--- src/rtl/shift_sub_divider_pkg.sv ---
// shift_sub_divider_pkg: shared state encoding and default width for the shift/subtract divider
package shift_sub_divider_pkg;
  localparam int DIV_N = 8;
  typedef enum logic [1:0] {
    S_IDLE  = 2'd0,
    S_SHIFT = 2'd1,
    S_SUB   = 2'd2,
    S_DONE  = 2'd3
  } state_t;
endpackage

--- src/rtl/div_control.sv ---
// div_control: divider controller FSM with the per-bit iteration counter
// Ports: Clk, Rst (async, active-high), St start, Dz divisor-is-zero at load;
//        Idle, Done state decodes, Load accept strobe, Sh shift step, Su subtract step.
module div_control
  import shift_sub_divider_pkg::*;
#(
  parameter int N = DIV_N
) (
  input  logic Clk,
  input  logic Rst,
  input  logic St,
  input  logic Dz,
  output logic Idle,
  output logic Done,
  output logic Load,
  output logic Sh,
  output logic Su
);
  localparam int KW = $clog2(N + 1);
  state_t state;
  logic [KW-1:0] k;
  assign Idle = state == S_IDLE;
  assign Done = state == S_DONE;
  assign Sh = state == S_SHIFT;
  assign Su = state == S_SUB;
  assign Load = Idle & St;
  always_ff @(posedge Clk or posedge Rst)
    if (Rst) begin
      state <= S_IDLE;
      k <= '0;
    end else
      case (state)
        S_IDLE: if (St) begin
          k <= KW'(N);
          state <= Dz ? S_DONE : S_SHIFT;
        end
        S_SHIFT: state <= S_SUB;
        S_SUB: begin
          k <= k - KW'(1);
          state <= (k == KW'(1)) ? S_DONE : S_SHIFT;
        end
        default: state <= S_IDLE;
      endcase
endmodule

--- src/rtl/shift_sub_divider.sv ---
// shift_sub_divider: sequential unsigned restoring divider, one quotient bit per shift/subtract pair
// Ports: Clk, Rst (async, active-high), St start, Dividend, Divisor;
//        Idle, Done (one-cycle pulse), DivZero, Quotient, Remainder (valid from Done).
module shift_sub_divider
  import shift_sub_divider_pkg::*;
#(
  parameter int N = DIV_N
) (
  input  logic         Clk,
  input  logic         Rst,
  input  logic         St,
  input  logic [N-1:0] Dividend,
  input  logic [N-1:0] Divisor,
  output logic         Idle,
  output logic         Done,
  output logic         DivZero,
  output logic [N-1:0] Quotient,
  output logic [N-1:0] Remainder
);
  logic [N:0] a;
  logic [N-1:0] q, b;
  logic [N+1:0] diff;
  logic load, sh, su, dz;
  assign dz = Divisor == '0;
  // A can reach 2^(N+1)-1 after a shift, so one extra bit keeps the borrow honest
  assign diff = {1'b0, a} - {2'b00, b};
  assign Quotient = q;
  assign Remainder = a[N-1:0];
  div_control #(.N(N)) u_ctl (
    .Clk(Clk), .Rst(Rst), .St(St), .Dz(dz),
    .Idle(Idle), .Done(Done), .Load(load), .Sh(sh), .Su(su)
  );
  // divide-by-zero short-cuts straight to the final result at load time so it is valid during Done
  always_ff @(posedge Clk or posedge Rst)
    if (Rst) begin
      a <= '0;
      q <= '0;
      b <= '0;
      DivZero <= 1'b0;
    end else if (load) begin
      a <= dz ? {1'b0, Dividend} : '0;
      q <= dz ? '1 : Dividend;
      b <= Divisor;
      DivZero <= dz;
    end else if (sh)
      {a, q} <= {a[N-1:0], q, 1'b0};
    else if (su && !diff[N+1]) begin
      a <= diff[N:0];
      q[0] <= 1'b1;
    end
endmodule

--- config.mk ---
export PLATFORM = sky130hd
export DESIGN_NAME = shift_sub_divider
export DESIGN_NICKNAME = d
export VERILOG_FILES = /design/src/rtl/shift_sub_divider_pkg.sv /design/src/rtl/div_control.sv /design/src/rtl/shift_sub_divider.sv
export SDC_FILE = /design/constraint.sdc
export NUM_CORES = 1
export LEC_CHECK = 0
export ABC_AREA = 1
export CAP_MARGIN = 10
export CORE_ASPECT_RATIO = 0.5
export CORE_MARGIN = 1
export CORE_UTILIZATION = 30
export CTS_CLUSTER_SIZE = 40
export DETAILED_ROUTE_END_ITERATION = 6
export GPL_TIMING_DRIVEN = 0
export HOLD_SLACK_MARGIN = 0.03
export PLACE_DENSITY = 0.6
export SLEW_MARGIN = 20
export SYNTH_ARGS = -nofsm -noshare
export SYNTH_HDL_FRONTEND = slang
export SYNTH_SLANG_ARGS = --single-unit
--- constraint.sdc ---
create_clock -name Clk -period 4.1 [get_ports Clk]
set_input_delay 0.615 -clock Clk [delete_from_list [all_inputs] [get_ports Clk]]
set_output_delay 0.615 -clock Clk [all_outputs]
set_load 0.01 [all_outputs]
==> impl_results.md, run 1 <==
- Final non-filler cell total: 426
- Post-cts resize count: 0
- Met2 wire length: 2.33 mm
- Final TNS setup: 0 ns
- CTS tree: yes
- DRC viols: 0
- Nets: 364
- PD cells: 957 nW/µm²
- Net count after synthesis: 320
- Via/cell ratio: 4.58
- Syn Std Cell Area: 2140 µm²
- Hold-fix buffers at CTS: 0
- Max Cap Viol: 0
- Post-synthesis sequential area ratio: 37.5%
- Die Y: 61.7 µm
- Flop-to-flop setup slack: 2.02 ns
- Commonest cells after routing, fill and taps aside: nand2_1 (81), inv_1 (42), clkdlybuf4s50_1 (37)
- Initial core utilization: 31.5%
- Clk slew on worst S/H paths: 0.05 ns
- Post-Syn Instances: 290
- R2r startpoint: a[0]
- Final ANT Viol Nets: 0
- Initial antenna violation count: 0
- Max H-tree Level: 2
- Share of the synthesized area in the top cell type: 37.5%
- Leakage: 0.00140 µW
- Setup violators final: 0
- Drt wl/cell: 12.5 µm
- Max rail drop VDD: 0.000238 V
- Crit Path Category: in -> reg
- Final GP Congestion: 0.827
- Worst Path Arrival: 2.40 ns
- Fmax: 457 MHz
- Hold path endpoint: b[3]
- Vias in the first global route: 1,807
- Synthesized area per cell: 7.36 µm²
- Die Wd: 121 µm
- Row cnt: 21
- GR Util All Layers: 15.6%
- CP max FO: 7
- CTS Root Cell: clkbuf_16
- Core ar.: 6780 µm²
- Slew at the pin closest to its max-slew limit: 0.665 ns
- Max Used Layer: met4
- Fin. Hold Viols: 0
- Port bufs: 37
- Post-Route M1 WL: 2.70 mm
- Crit path time final: 2.19 ns
- Final Cycle Share: 53.3%
- Ant. Diodes: 0
- Metal3 WL: 228 µm
- Cells after DPL: 419
- Leading area contributor after synthesis: dfrtp_1
- Synth cell types: 35
- Run status: complete, no violations
- R2r endpoint: a[6]
- TritonCTS Buffers: 5
- Largest net degree at the start of global routing: 33
- RSZ-0062 raised after global routing: false
- # IOs: 38
- WHS Path Cells: 2
- Area growth from synthesis to layout: 29.9%
- Hpwl dp: 4.13 mm
- First-pass GRT wire length: 8.79 mm
- HP Class: reg -> reg
- Via count: 1,949
- Hold Path Origin: b[3]
- Crit start category: input port
- GRT overflow: 0
- Clk_lat worst skew: 0.27 ns
- DR pass1 iterations: 4
- Critical path capture point type: register
- Ranking of synthesized cells by area: dfrtp_1 (37%), nand2_1 (14%), inv_1 (7.6%)
- CTS sink cnt: 32
- Share of cells above drive strength 1: 11.1%
- Die Area: 7480 µm²
- Commonest non-fill, non-tap cell in the layout: nand2_1
- R2R cell count: 14
- Final Skew: 0.00298 ns
- Post-CTS Setup Inserts: 0
- Synthesis-stage register bit count: 32
- Final Slew Violations: 0
- CP startpoint: Divisor[6]
- Initial drt markers: 161
- Required @ worst endpoint: 4.31 ns
- Rel. slew slack: 55.6%
- CTS Buffer Depth: 2
- Final wirelength: 5.32 mm
- Synth warnings: 0
-- cells by family (layout without fill, tap and decap cells) --
group                    count (synthesis)  count (layout)  share of synthesized area, %
AO/OA/AOI/OAI                           46              46                          12.8
XOR/XNOR                                 2               2                         0.820
adder cells (fa/ha/maj)                 11              11                          6.80
buffers and inverters                   62             106                          13.2
flip-flops                              32              32                          37.5
AND/OR/NAND/NOR                        137             137                          28.9
-- report_power, final --
part / switching (µW) / internal (µW) / total (µW)
Clock: 123 / 254 / 378
Sequential: 127 / 473 / 600
Combinational: 953 / 723 / 1680
Total: 1200 / 1450 / 2650
-- worst max-delay path, cell delays in order --
cell and delay [ns]:
clkdlybuf4s50_1 0.40, inv_1 0.07, nand4_1 0.13, nor2_1 0.45, nand2_1 0.31, nand2_4 0.18, inv_2 0.06, nand3_1 0.06
o21a_1 0.12
-- flip-flops by register name, summed over array words and instances (netlist names) --
name         count
u_ctl.state      2
Quotient         8
b                8
DivZero          1
u_ctl.k          4
a                9
-- layer usage --
layer  vias to the layer above  track usage, %
met5                         -               0
met2                        39            25.8
met4                         0            5.29
met1                       892            20.8
met3                         5            3.15
li1                       1013               -
-- metrics by stage --
stage / total power (µW) / cell area (µm²) / setup WS [ns] / util (%) / hold WS [ns]
finish: 2650 / 2770 / 1.91 / 40.9 / 0.488
global route: 2920 / 2770 / 1.73 / 40.9 / 0.516
CTS: 2660 / 2770 / 1.93 / 40.9 / 0.493
detailed placement: 2270 / 2620 / 1.66 / 38.7 / 0.478
global placement: 2230 / 2620 / 1.61 / 38.7 / 0.471
floorplan: 1780 / 2140 / 2.34 / - / 0.453
-- cells in the mapped netlist --
cell type,number
buf_4,10
nor2_2,3
nand3b_1,2
a21oi_1,8
a2bb2oi_1,1
nand2_4,3
nor2_1,13
buf_6,1
a21boi_0,1
nand2_2,2
o21a_1,2
nor2_4,1
a31oi_1,1
dfrtp_1,32
nand3_2,1
o21ai_2,3
nand2_1,81
buf_2,1
or2_0,1
inv_4,1
xor2_1,1
clkbuf_1,3
o22ai_1,4
o32a_1,1
inv_1,43
inv_2,3
xnor2_1,1
ha_1,10
o21ai_0,22
o21bai_1,1
and2_1,1
fa_1,1
nand4_1,4
o22a_1,2
nand3_1,25
-- worst max-delay path by stage --
stage,slack (ns),end,cells past startpoint
after floorplan,2.34,a[6],14
after global placement,1.61,Quotient[3],9
after detailed placement,1.66,Quotient[3],9
after CTS,1.93,Quotient[3],9
after global routing,1.73,Quotient[3],9
final,1.91,Quotient[3],9
-- layout make-up --
| cell class | instances | area (µm²) |
|---|---|---|
| inverter | 47 | 179 |
| multi-input combinational | 196 | 1050 |
| clock buffer | 7 | 153 |
| timing repair buffer | 37 | 370 |
| tap | 92 | 115 |
| fill | 703 | 4010 |
| buffer | 15 | 103 |
| sequential | 32 | 801 |
No activity file was read; power rests on OpenSTA's default activity.
==> run 2, diff against run 1 <==
PLACE_DENSITY = 0.62   (was 0.6)
clock period = 2 ns   (was 4.1 ns; I/O delays follow)
==> run 2 against run 1 <==
  * Combinational power is 110% higher
  * Critical path depth is 3 higher
  * Largest power group unchanged
  * Clock power is 130% higher
  * Via count is 0.77% higher
  * Cell count is 0.23% higher
  * Routed wire length is 1.6% higher
  * Critical endpoint is now Quotient[0]
  * Global-route usage is 0.070 points lower
  * Design area is 2.6% higher
==> impl_results.md, run 2 (synthesis gave the netlist of run 1 again) <==
- Run status: complete, no violations
- RSZ-0062 raised after global routing: true
- R2R cell count: 12
- Ant. Diodes: 0
- Die Area: 7480 µm²
- CTS Root Cell: clkbuf_16
- Clk_lat worst skew: 0.28 ns
- CP startpoint: a[6]
- Clk slew on worst S/H paths: 0.05 ns
- Crit Path Category: reg -> reg
- First-pass GRT wire length: 8.76 mm
- CTS sink cnt: 32
- Flop-to-flop setup slack: 0.10 ns
- Crit path time final: 1.90 ns
- GR Util All Layers: 15.5%
- Placed Area: 2620 µm²
- Initial drt markers: 111
- Post-route setup slack: 0.101 ns
- Initial core utilization: 31.5%
- Worst Path Arrival: 2.06 ns
- CTS tree: yes
- R2r startpoint: a[6]
- TritonCTS Buffers: 5
- Drt wl/cell: 12.7 µm
- Fin. Hold Viols: 0
- Area growth from synthesis to layout: 33.2%
- HP Class: in -> async
- Via count: 1,964
- R2r endpoint: Quotient[0]
- CP max FO: 10
- Setup WS pre-CTS: -0.140 ns
- Final non-filler cell total: 427
- Fillers: 714
- Die Y: 61.7 µm
- Cells after DPL: 419
- Slowest CP cell: dfrtp_1
- Slew at the pin closest to its max-slew limit: 0.688 ns
- Share of cells above drive strength 1: 13.4%
- Row cnt: 21
- Hpwl dp: 4.16 mm
- # IOs: 38
- Final Cycle Share: 94.9%
- Reg with most FFs: a
- DR pass1 iterations: 4
- Final ANT Viol Nets: 0
- Vias in the first global route: 1,860
- Setup violators final: 0
- CTS Buffer Depth: 2
- Crit start category: register
- Final GP Congestion: 0.853
- Max Cap Viol: 0
- Via/cell ratio: 4.60
- Required @ worst endpoint: 2.16 ns
- Core ar.: 6780 µm²
- GRT overflow: 0
- Max rail drop VDD: 0.000629 V
- Nets: 364
- Final Slew Violations: 0
- Critical path capture point type: register
- Initial antenna violation count: 0
- Worst path max stage delay: 0.46 ns
- Critical path endpoint: Quotient[0]
- Leakage: 0.00141 µW
- Rel. slew slack: 54.1%
- PD cells: 1980 nW/µm²
- Commonest cells after routing, fill and taps aside: nand2_1 (81), inv_1 (41), clkdlybuf4s50_1 (37)
- Commonest non-fill, non-tap cell in the layout: nand2_1
- Port bufs: 37
- Max H-tree Level: 2
- Die Wd: 121 µm
- Final Skew: 0.00564 ns
- DRC viols: 0
- Final wirelength: 5.41 mm
- Largest net degree at the start of global routing: 33
- Number of flip-flops in the largest register: 9
- Critical Path, Cell by Cell: ha_4, nand2_1, inv_1, a21oi_1, nand2_1, nand2_1, nand2_2, nand2_4, nand2_4, buf_6, nor2_2, nor2_2
- Fmax: 527 MHz
- Design area: 2850 µm²
- Util after Layout: 42.0%
- CP most frequent cell: nand2_1
-- run 2: worst min-delay path by stage --
stage	start	endpoint	slack, ns	cells after the start
4_1_cts	Rst	u_ctl.state[1]	0.49	2
2_1_floorplan	Rst	DivZero	0.42	1
3_3_place_gp	DivZero	DivZero	0.47	2
5_1_grt	b[6]	b[6]	0.51	2
3_5_place_dp	b[4]	b[4]	0.48	2
6_report	Rst	u_ctl.state[1]	0.46	2
-- run 2: timing repair --
action,CTS,global route
buffers inserted,0,0
setup endpoints to repair,0,12
hold buffers,0,0
gates resized for setup,0,8
-- run 2: final cells by class --
class | count | area (µm²) | share of cell area (%)
repair buffers | 37 | 370 | 13.0
flip-flops and latches | 32 | 801 | 28.1
multi-input cells | 196 | 1110 | 39.1
clock buffers | 6 | 129 | 4.53
plain buffers | 15 | 103 | 3.61
inverters | 47 | 179 | 6.29
well taps | 92 | 115 | 4.05
clock inverters | 2 | 35.0 | 1.23
-- run 2: metal layers --
layer,vias up,part of all wire [%],track usage (%)
met4,0,1.0,4.94
met5,-,0,0
met1,921,49,20.5
met2,27,46,25.6
met3,8,3.5,3.80
li1,1008,-,-
-- run 2: per-stage QoR --
stage / hold slack (ns) / power [µW] / setup TNS [ns]
finish: 0.457 / 5640 / 0
global placement: 0.468 / 4540 / -0.480
detailed placement: 0.482 / 4610 / -0.809
CTS: 0.493 / 5500 / 0
global route: 0.514 / 6200 / -0.0992
floorplan: 0.416 / 3650 / 0
-- run 2: power by group --
part           switching (µW)  internal [µW]  leakage [µW]
combinational            1950           1590      0.000943
clock                     269            585     0.0000808
sequential                274            969      0.000386
-- run 2: worst max-delay path, delay by kind of cell (launching register included) --
kind                     cells  cell delay (ns)
AND/OR/NAND/NOR              8             0.64
buffers and inverters        2             0.20
flip-flops                   1             0.46
AO/OA/AOI/OAI                1             0.20
adder cells (fa/ha/maj)      1             0.27
